===== config.mk =====
export PLATFORM = sky130hd
export DESIGN_NAME = pipe_stage_chain
export DESIGN_NICKNAME = d
export VERILOG_FILES = /design/src/rtl/cpu_pipe_pkg.sv /design/src/rtl/pipe_stage_cell.sv /design/src/rtl/pipe_stage_chain.sv
export SDC_FILE = /design/constraint.sdc
export NUM_CORES = 1
export LEC_CHECK = 0
export BUFFER_PORTS_ARGS = -buffer_cell sky130_fd_sc_hd__buf_2
export CAP_MARGIN = 30
export CORE_ASPECT_RATIO = 0.5
export CORE_MARGIN = 2
export CORE_UTILIZATION = 46
export DETAILED_ROUTE_END_ITERATION = 8
export GPL_TIMING_DRIVEN = 0
export PLACE_DENSITY = 0.8
export SETUP_SLACK_MARGIN = 0.2
export SLEW_MARGIN = 40
export SYNTH_ARGS = -nofsm -noshare
export SYNTH_HDL_FRONTEND = slang
export SYNTH_HIERARCHICAL = 1
export SYNTH_SLANG_ARGS = --single-unit

===== constraint.sdc =====
create_clock -name Clk -period 1 [get_ports Clk]
set_clock_uncertainty 0.2 [all_clocks]
set_input_delay 0.25 -clock Clk [delete_from_list [all_inputs] [get_ports Clk]]
set_output_delay 0.25 -clock Clk [all_outputs]
set_load 0.03 [all_outputs]

===== src/rtl/cpu_pipe_pkg.sv =====
// Shared pipeline definitions: default field widths, the stage record layout
// and the all-zero bubble record.
package cpu_pipe_pkg;

   localparam int unsigned DATA_W_DEF = 96;
   localparam int unsigned TNEW_W_DEF = 2;
   localparam int unsigned REG_W_DEF  = 5;
   localparam int unsigned DEPTH_MAX  = 4;

   // Stage record at default widths; parametrised modules keep the same field order.
   typedef struct packed {
      logic                  valid;
      logic                  reg_write;
      logic [REG_W_DEF-1:0]  write_reg;
      logic [TNEW_W_DEF-1:0] tnew;
      logic [DATA_W_DEF-1:0] data;
   } stage_t;

   localparam stage_t BUBBLE = '0;

endpackage


===== src/rtl/pipe_stage_cell.sv =====
// One pipeline stage: load / hold / clear with saturating Tnew decrement.
// A source with valid=0 is captured as a full bubble, so an empty stage never
// carries RegWrite or a nonzero Tnew.
module pipe_stage_cell
   import cpu_pipe_pkg::*;
#(
   parameter int unsigned DATA_W = DATA_W_DEF,
   parameter int unsigned TNEW_W = TNEW_W_DEF,
   parameter int unsigned REG_W  = REG_W_DEF
) (
   input  logic              clk,
   input  logic              rst_n,
   input  logic              flush,
   input  logic              stall,
   input  logic              src_valid,
   input  logic              src_reg_write,
   input  logic [REG_W-1:0]  src_write_reg,
   input  logic [TNEW_W-1:0] src_tnew,
   input  logic [DATA_W-1:0] src_data,
   output logic              valid,
   output logic              reg_write,
   output logic [REG_W-1:0]  write_reg,
   output logic [TNEW_W-1:0] tnew,
   output logic [DATA_W-1:0] data
);

   typedef struct packed {
      logic              valid;
      logic              reg_write;
      logic [REG_W-1:0]  write_reg;
      logic [TNEW_W-1:0] tnew;
      logic [DATA_W-1:0] data;
   } rec_t;

   rec_t q;
   rec_t nxt;

   // Next record: a real source with Tnew counted down (saturating), else a bubble.
   always_comb begin
      nxt = '0;
      if (src_valid) begin
         nxt.valid     = 1'b1;
         nxt.reg_write = src_reg_write;
         nxt.write_reg = src_write_reg;
         nxt.tnew      = (src_tnew == '0) ? '0 : src_tnew - TNEW_W'(1);
         nxt.data      = src_data;
      end
   end

   // Stage register: flush beats stall, stall holds everything including Tnew.
   always_ff @(posedge clk or negedge rst_n) begin
      if (!rst_n) begin
         q <= '0;
      end else if (flush) begin
         q <= '0;
      end else if (!stall) begin
         q <= nxt;
      end
   end

   assign valid     = q.valid;
   assign reg_write = q.reg_write;
   assign write_reg = q.write_reg;
   assign tnew      = q.tnew;
   assign data      = q.data;

endmodule


===== src/rtl/pipe_stage_chain.sv =====
// DEPTH back-to-back pipeline stages with stall, flush and explicit valid.
// Optional in-flight RAW hazard checker enabled by PIPE_STAGE_CHAIN_HAZARD_EN;
// without it Stall_Req is tied low and the Rs/Rt/Tuse inputs are ignored.
module pipe_stage_chain
   import cpu_pipe_pkg::*;
#(
   parameter int unsigned DATA_W = DATA_W_DEF,
   parameter int unsigned DEPTH  = 1,
   parameter int unsigned TNEW_W = TNEW_W_DEF,
   parameter int unsigned REG_W  = REG_W_DEF
) (
   input  logic              Clk,
   input  logic              Reset_n,
   input  logic              Stall,
   input  logic              Flush,
   input  logic              In_Valid,
   input  logic [DATA_W-1:0] Data_In,
   input  logic [REG_W-1:0]  WriteReg_In,
   input  logic              RegWrite_In,
   input  logic [TNEW_W-1:0] Tnew_In,
   output logic              Out_Valid,
   output logic [DATA_W-1:0] Data_Out,
   output logic [REG_W-1:0]  WriteReg_Out,
   output logic              RegWrite_Out,
   output logic [TNEW_W-1:0] Tnew_Out,
   input  logic [REG_W-1:0]  Rs_Addr,
   input  logic [REG_W-1:0]  Rt_Addr,
   input  logic [TNEW_W-1:0] Tuse_Rs,
   input  logic [TNEW_W-1:0] Tuse_Rt,
   output logic              Stall_Req
);

   if (DEPTH < 1 || DEPTH > DEPTH_MAX) begin : g_depth_check
      $error("pipe_stage_chain: DEPTH must be in 1..4");
   end

   logic [DEPTH-1:0]             valid_s;
   logic [DEPTH-1:0]             reg_write_s;
   logic [DEPTH-1:0][REG_W-1:0]  write_reg_s;
   logic [DEPTH-1:0][TNEW_W-1:0] tnew_s;
   logic [DEPTH-1:0][DATA_W-1:0] data_s;

   for (genvar g = 0; g < DEPTH; g++) begin : g_stage
      logic              src_valid;
      logic              src_reg_write;
      logic [REG_W-1:0]  src_write_reg;
      logic [TNEW_W-1:0] src_tnew;
      logic [DATA_W-1:0] src_data;

      if (g == 0) begin : g_head
         assign src_valid     = In_Valid;
         assign src_reg_write = RegWrite_In;
         assign src_write_reg = WriteReg_In;
         assign src_tnew      = Tnew_In;
         assign src_data      = Data_In;
      end else begin : g_link
         assign src_valid     = valid_s[g-1];
         assign src_reg_write = reg_write_s[g-1];
         assign src_write_reg = write_reg_s[g-1];
         assign src_tnew      = tnew_s[g-1];
         assign src_data      = data_s[g-1];
      end

      pipe_stage_cell #(
         .DATA_W (DATA_W),
         .TNEW_W (TNEW_W),
         .REG_W  (REG_W)
      ) u_cell (
         .clk           (Clk),
         .rst_n         (Reset_n),
         .flush         (Flush),
         .stall         (Stall),
         .src_valid     (src_valid),
         .src_reg_write (src_reg_write),
         .src_write_reg (src_write_reg),
         .src_tnew      (src_tnew),
         .src_data      (src_data),
         .valid         (valid_s[g]),
         .reg_write     (reg_write_s[g]),
         .write_reg     (write_reg_s[g]),
         .tnew          (tnew_s[g]),
         .data          (data_s[g])
      );
   end

   assign Out_Valid    = valid_s[DEPTH-1];
   assign Data_Out     = data_s[DEPTH-1];
   assign WriteReg_Out = write_reg_s[DEPTH-1];
   assign RegWrite_Out = reg_write_s[DEPTH-1] & valid_s[DEPTH-1];
   assign Tnew_Out     = tnew_s[DEPTH-1];

`ifdef PIPE_STAGE_CHAIN_HAZARD_EN
   // Hazard: any in-flight writer of a source register whose result is later than needed.
   always_comb begin
      Stall_Req = 1'b0;
      for (int unsigned i = 0; i < DEPTH; i++) begin
         if (valid_s[i] && reg_write_s[i] && (write_reg_s[i] != '0)) begin
            if ((write_reg_s[i] == Rs_Addr) && (tnew_s[i] > Tuse_Rs)) begin
               Stall_Req = 1'b1;
            end
            if ((write_reg_s[i] == Rt_Addr) && (tnew_s[i] > Tuse_Rt)) begin
               Stall_Req = 1'b1;
            end
         end
      end
   end
`else
   logic unused_hazard_inputs;
   assign unused_hazard_inputs = ^{Rs_Addr, Rt_Addr, Tuse_Rs, Tuse_Rt};
   assign Stall_Req = 1'b0;
`endif

endmodule


==> impl_metrics.yaml, run 1 <==
cts:
  cts_tree: "built"
  cts_made_buffers: 9
  clk_pin_slew_ns: 0.07
  clock_latency_ns: 0.34
  clock-sinks: 105
  root_buffer: "clkbuf_16"
  clk_path_buf_depth: 2
  cts_htree_levels: 3
timing:
  timing.final.crit_share_pct: 150.7
  hold_ws_ns: -0.3997
  maxSlewViolCount: 0
  period_minus_slack_ns: 1.507
  final_hold_viol_count: 155
  worst_slack_ns: -0.5068
  fmax_mhz: 663.7
  setup_viol: 119
  rsz0062_at_grt: "yes"
hold_path:
  hold_class: "in2async"
layout:
  multiInputGateArea_sq_um: 2233
  seq_area_sq_um: 2758
  largest_register_ffs: 96
  finalCoreUtilization_pct: 85.06
  instances_no_fill: 875
  nFillCells: 478
  nets: 856
  drive_above_1_share_pct: 77.10
  area_delta_synth_final_pct: 76.29
routing:
  vias: 4862
  drt_iter0_drc: 301
  firstDrtPassIters: 5
  ant_nets: 0
  viasPerCell: 5.557
  routed_wl_um: 17840
  routedWlPerCell_um: 20.38
  drc: 0
status:
  violations: "negative hold slack, negative setup slack"
  outcome: "finished, violations left"
power:
  ir_drop_uv: 930.4
  clkPwrFrac_pct: 36.8
  p_comb_share_pct: 19.7
  sequentialPowerShare_pct: 43.5
  swShare_pct: 26.87
  intPower_uw: 7687
  p_leak_uw: 0.003534
  power_switching_uw: 2824
  p_per_area_nw_per_um2: 1287
critical_path:
  worstSetupPathType: "reg2out"
  worstPathRequired_ns: 0.55
  arrival_ns: 1.06
  path_max_fanout: 2
  cp-start-kind: "register"
  critPathCaptureType: "primary output"
grt:
  grt_overflow: 0
  grt_pass1_vias: 4619
  antenna_found_initial: 1
  grt_max_degree: 61
  grt_first_pass_wirelength_um: 23150
  track_usage_pct: 26.73
yosys:
  yosysTopAreaCell: "dfrtp_1"
  synth_top_area_share_pct: 56.71
  syn_inst: 469
  synth_ff_type: "dfrtp_1"
  ys_async_sr_fraction_pct: 100.0
  synth_common_cells: "dfrtp_1, a21oi_1, nand2_1"
  synth_seq_area_share_pct: 56.71
  avgSynthCellArea_sq_um: 9.879
  synth.distinct_cells: 14
  synth_edf_count: 0
  syn-num-nets: 592
  synthTopCellsByArea: "dfrtp_1, nand3b_1, a21oi_1, nand2_1, buf_2"
  netlist_area_sq_um: 4633
  yosys_warnings: 6
  yosysMostFrequentCell: "dfrtp_1"
  synth_seq_cells: 105
floorplanning:
  die_w_um: 145.9
  core_sq_um: 9603
  chipHeight_um: 74.97
  rows: 25
  boundaryPins: 229
  die-area_sq_um: 10940
  initial_utilization_pct: 48.25
run:
  cap_violations: 0
placement:
  dp_hpwl_um: 9264
  dp.cells: 815
  gp_congestion: 0.8160
  port-buffer-count: 210
[routing by layer]
layer / part of all wire [%] / GRT usage (%) / wire (um)
met5: 0 / 0 / 0
met4: 3.6 / 8.606 / 635
met3: 5.3 / 5.152 / 948
met2: 52 / 49.58 / 9245
met1: 39 / 32.64 / 7007
[worst paths after layout]
kind                                                      endpoint  depth (start not counted)                               startpoint  slack (ns)
min                         g_stage[0].u_cell/data[75]$_DFFE_PN0P_                          1                                  Reset_n       -0.40
max reg2reg                g_stage[0].u_cell/reg_write$_DFFE_PN0P_                          8  g_stage[0].u_cell/reg_write$_DFFE_PN0P_       -0.51
max in group asynchronous    g_stage[0].u_cell/data[3]$_DFFE_PN0P_                          2                                  Reset_n        0.36
min in group Clk             g_stage[0].u_cell/data[5]$_DFFE_PN0P_                          3                               Data_In[5]       -0.03
max                                                   RegWrite_Out                          2  g_stage[0].u_cell/reg_write$_DFFE_PN0P_       -0.51
min reg2reg                 g_stage[0].u_cell/data[68]$_DFFE_PN0P_                          2   g_stage[0].u_cell/data[68]$_DFFE_PN0P_        0.35
[layout by cell type, fill, tap and decap left out]
| master | count |
|---|---|
| and2_4 | 1 |
| diode_2 | 2 |
| a21oi_1 | 34 |
| nand2_2 | 66 |
| buf_8 | 6 |
| clkbuf_8 | 8 |
| buf_16 | 1 |
| dfrtp_2 | 104 |
| clkinvlp_4 | 1 |
| buf_6 | 158 |
| clkbuf_16 | 9 |
| a21oi_2 | 70 |
| dfrtp_1 | 1 |
| clkinv_2 | 2 |
| bufinv_16 | 2 |
| clkbuf_4 | 2 |
| mux2i_1 | 1 |
| buf_12 | 2 |
| conb_1 | 1 |
| clkbuf_2 | 5 |
| buf_4 | 3 |
| buf_2 | 118 |
| nand2_4 | 11 |
| nand4bb_1 | 1 |
| nor2_1 | 1 |
| nand4b_1 | 1 |
| nand2_1 | 27 |
| nand3b_1 | 102 |
[cell type report]
| class | count | area share, % |
|---|---|---|
| antenna | 2 | 0.06127 |
| buffer | 48 | 5.653 |
| clock buffer | 11 | 3.094 |
| clock inverter | 5 | 0.9498 |
| multi-input combinational | 316 | 27.34 |
| sequential | 105 | 33.76 |
| tap | 135 | 2.068 |
| timing repair buffer | 253 | 27.07 |
[cells by family after synthesis]
logic type,count (synthesis),share of synthesized area (%)
other,1,0.08094
muxes,1,0.2160
and+or+nand+nor,210,25.60
DFF,105,56.71
buffers and inverters,48,6.157
AOI/OAI and AO/OA,104,11.23
[through the flow]
step / cell area [sq um] / total power [uW] / TNS [ns] / setup WS (ns)
finish: 8168 / 10510 / -37.96 / -0.5068
global route: 8165 / 10860 / -40.58 / -0.5264
CTS: 7515 / 10260 / -37.42 / -0.4730
detailed placement: 6152 / 6082 / -19.40 / -0.2563
global placement: 6115 / 6043 / -216.28 / -1.910
floorplan: 4895 / 5462 / -4.542 / -0.1121
[power by group through the flow]
stage	Sequential, uW	Combinational [uW]	Clock (uW)
CTS	4550	1800	3920
global placement	4580	1460	0
detailed placement	4580	1500	0
floorplan	4900	565	0
finish	4570	2070	3870
global route	4590	2180	4100
[critical path: stages (launching register included)]
cell and delay (ns):
dfrtp_1 0.43, and2_4 0.16, buf_6 0.13
[timing repair]
action | in CTS | in global routing
hold endpoints to repair | 208 | 112
pin swaps | 115 | 14
setup endpoints to repair | 210 | 210
resized for setup | 284 | 144
setup buffers | 19 | 23
No activity file was read; power rests on OpenSTA's default activity.
==> run 2, diff against run 1 <==
Settings changed: CELL_PAD_IN_SITES_DETAIL_PLACEMENT set to 0, CELL_PAD_IN_SITES_GLOBAL_PLACEMENT set to 2, CORE_UTILIZATION 46 to 26, PLACE_DENSITY 0.8 to unset, PLACE_DENSITY_LB_ADDON set to 0.1.
==> impl_metrics.yaml, run 2 (synthesized netlist as in run 1, its figures left out) <==
status:
  outcome: "finished, violations left"
  violations: "negative hold slack, negative setup slack"
floorplanning:
  chipHeight_um: 98.40
  core_sq_um: 17400
  die-area_sq_um: 18970
  boundaryPins: 229
  initial_utilization_pct: 26.63
  rows: 34
  die_w_um: 192.8
grt:
  grt_first_pass_wirelength_um: 23500
  antenna_found_initial: 0
  grt_pass1_vias: 4363
  grt_overflow: 0
  grt_max_degree: 69
  track_usage_pct: 16.15
run:
  cap_violations: 0
power:
  p_leak_uw: 0.003229
  power_uw: 9842
  ir_drop_uv: 821.1
  p_per_area_nw_per_um2: 1270
routing:
  routed_wl_um: 15370
  vias: 4244
  drc: 0
  viasPerCell: 4.510
  ant_nets: 0
  drt_iter0_drc: 139
  routedWlPerCell_um: 16.34
  firstDrtPassIters: 5
critical_path:
  worstSetupPathType: "reg2out"
  worstPathRequired_ns: 0.55
  r2r-start: "g_stage[0].u_cell/data[18]$_DFFE_PN0P_"
  r2r-end: "g_stage[0].u_cell/data[18]$_DFFE_PN0P_"
  critPathCaptureType: "primary output"
  worstSetupStartpoint: "g_stage[0].u_cell/reg_write$_DFFE_PN0P_"
  r2r_cells: 4
  cp-start-kind: "register"
  ff2ff_setup_slack_ns: -0.05
  arrival_ns: 1.03
  timing.critical_path.to: "RegWrite_Out"
  path_max_fanout: 2
cts:
  clk_pin_slew_ns: 0.07
  clock-sinks: 105
  root_buffer: "clkbuf_16"
  cts_made_buffers: 9
  clock_latency_ns: 0.34
  cts_htree_levels: 3
  clk_path_buf_depth: 2
  cts_tree: "built"
layout:
  layout_common_cells: "buf_6, buf_2, dfrtp_2"
  area_delta_synth_final_pct: 67.32
  fin_area_sq_um: 7752
  drive_above_1_share_pct: 73.13
  mostFrequentLayoutCell: "buf_6"
  instances_no_fill: 941
  largest_register_ffs: 96
  finalCoreUtilization_pct: 44.56
  nets: 825
  antenna_cells: 0
timing:
  period_minus_slack_ns: 1.478
  fmax_mhz: 676.6
  worst_slack_ns: -0.4780
  fin_setup_tns_ns: -37.03
  timing.final.crit_share_pct: 147.8
  setup_viol: 108
  hold_ws_ns: -0.4257
  final_hold_viol_count: 206
  maxSlewViolCount: 0
  rsz0062_at_grt: "yes"
placement:
  port-buffer-count: 210
  placed_area_sq_um: 6276
  gp_congestion: 0.7036
  dp.cells: 914
  dp_hpwl_um: 10450
hold_path:
  hold_class: "in2async"
==> run 2: layout make-up <==
type	count	area (sq um)
fillers	1755	9647
flip-flops and latches	105	2758
multi-input cells	316	2127
repair buffers	222	1859
plain buffers	48	440.4
well taps	234	292.8
clock buffers	13	260.3
clock inverters	3	15.01
==> run 2: worst max-delay path: stages (launching register included) <==
cell     delay [ns]
dfrtp_1        0.39
and2_4         0.17
buf_6          0.13
==> run 2: repair_timing <==
item                       4_1_cts  5_1_grt
setup endpoints to repair      210      210
resized for setup              233      128
buffers inserted                 6        5
pin swaps                      123        7
cloned                           0        0
hold endpoints to repair       209      142
==> run 2: worst min path at each step <==
stage / start / to / slack (ns) / cells after the start
final: Reset_n / g_stage[0].u_cell/data[69]$_DFFE_PN0P_ / -0.43 / 1
after detailed placement: Reset_n / g_stage[0].u_cell/data[72]$_DFFE_PN0P_ / -0.04 / 1
after floorplan: Reset_n / g_stage[0].u_cell/data[0]$_DFFE_PN0P_ / -0.25 / 0
after CTS: Reset_n / g_stage[0].u_cell/data[79]$_DFFE_PN0P_ / -0.43 / 1
after global routing: Reset_n / g_stage[0].u_cell/data[79]$_DFFE_PN0P_ / -0.42 / 1
after global placement: Data_In[86] / g_stage[0].u_cell/data[86]$_DFFE_PN0P_ / 0.31 / 3
==> run 2: per-layer routing <==
metal / track usage, % / part of all wire, % / routed length (um)
met3: 5.536 / 6.7 / 1026
met2: 25.78 / 48 / 7341
met1: 21.31 / 45 / 6897
met5: 0 / 0 / 0
met4: 3.171 / 0.71 / 109
==> run 2: stage by stage <==
step,setup WS (ns),hold WS (ns)
3_5_place_dp,-0.3164,-0.04375
2_1_floorplan,-0.1121,-0.2456
5_1_grt,-0.5197,-0.4161
3_3_place_gp,-2.199,0.3089
4_1_cts,-0.5039,-0.4273
6_report,-0.4780,-0.4257
==> run 2: power breakdown <==
group	internal [uW]	switching, uW
clock	1820	1610
combinational	835	1020
sequential	4420	128
total	7080	2760
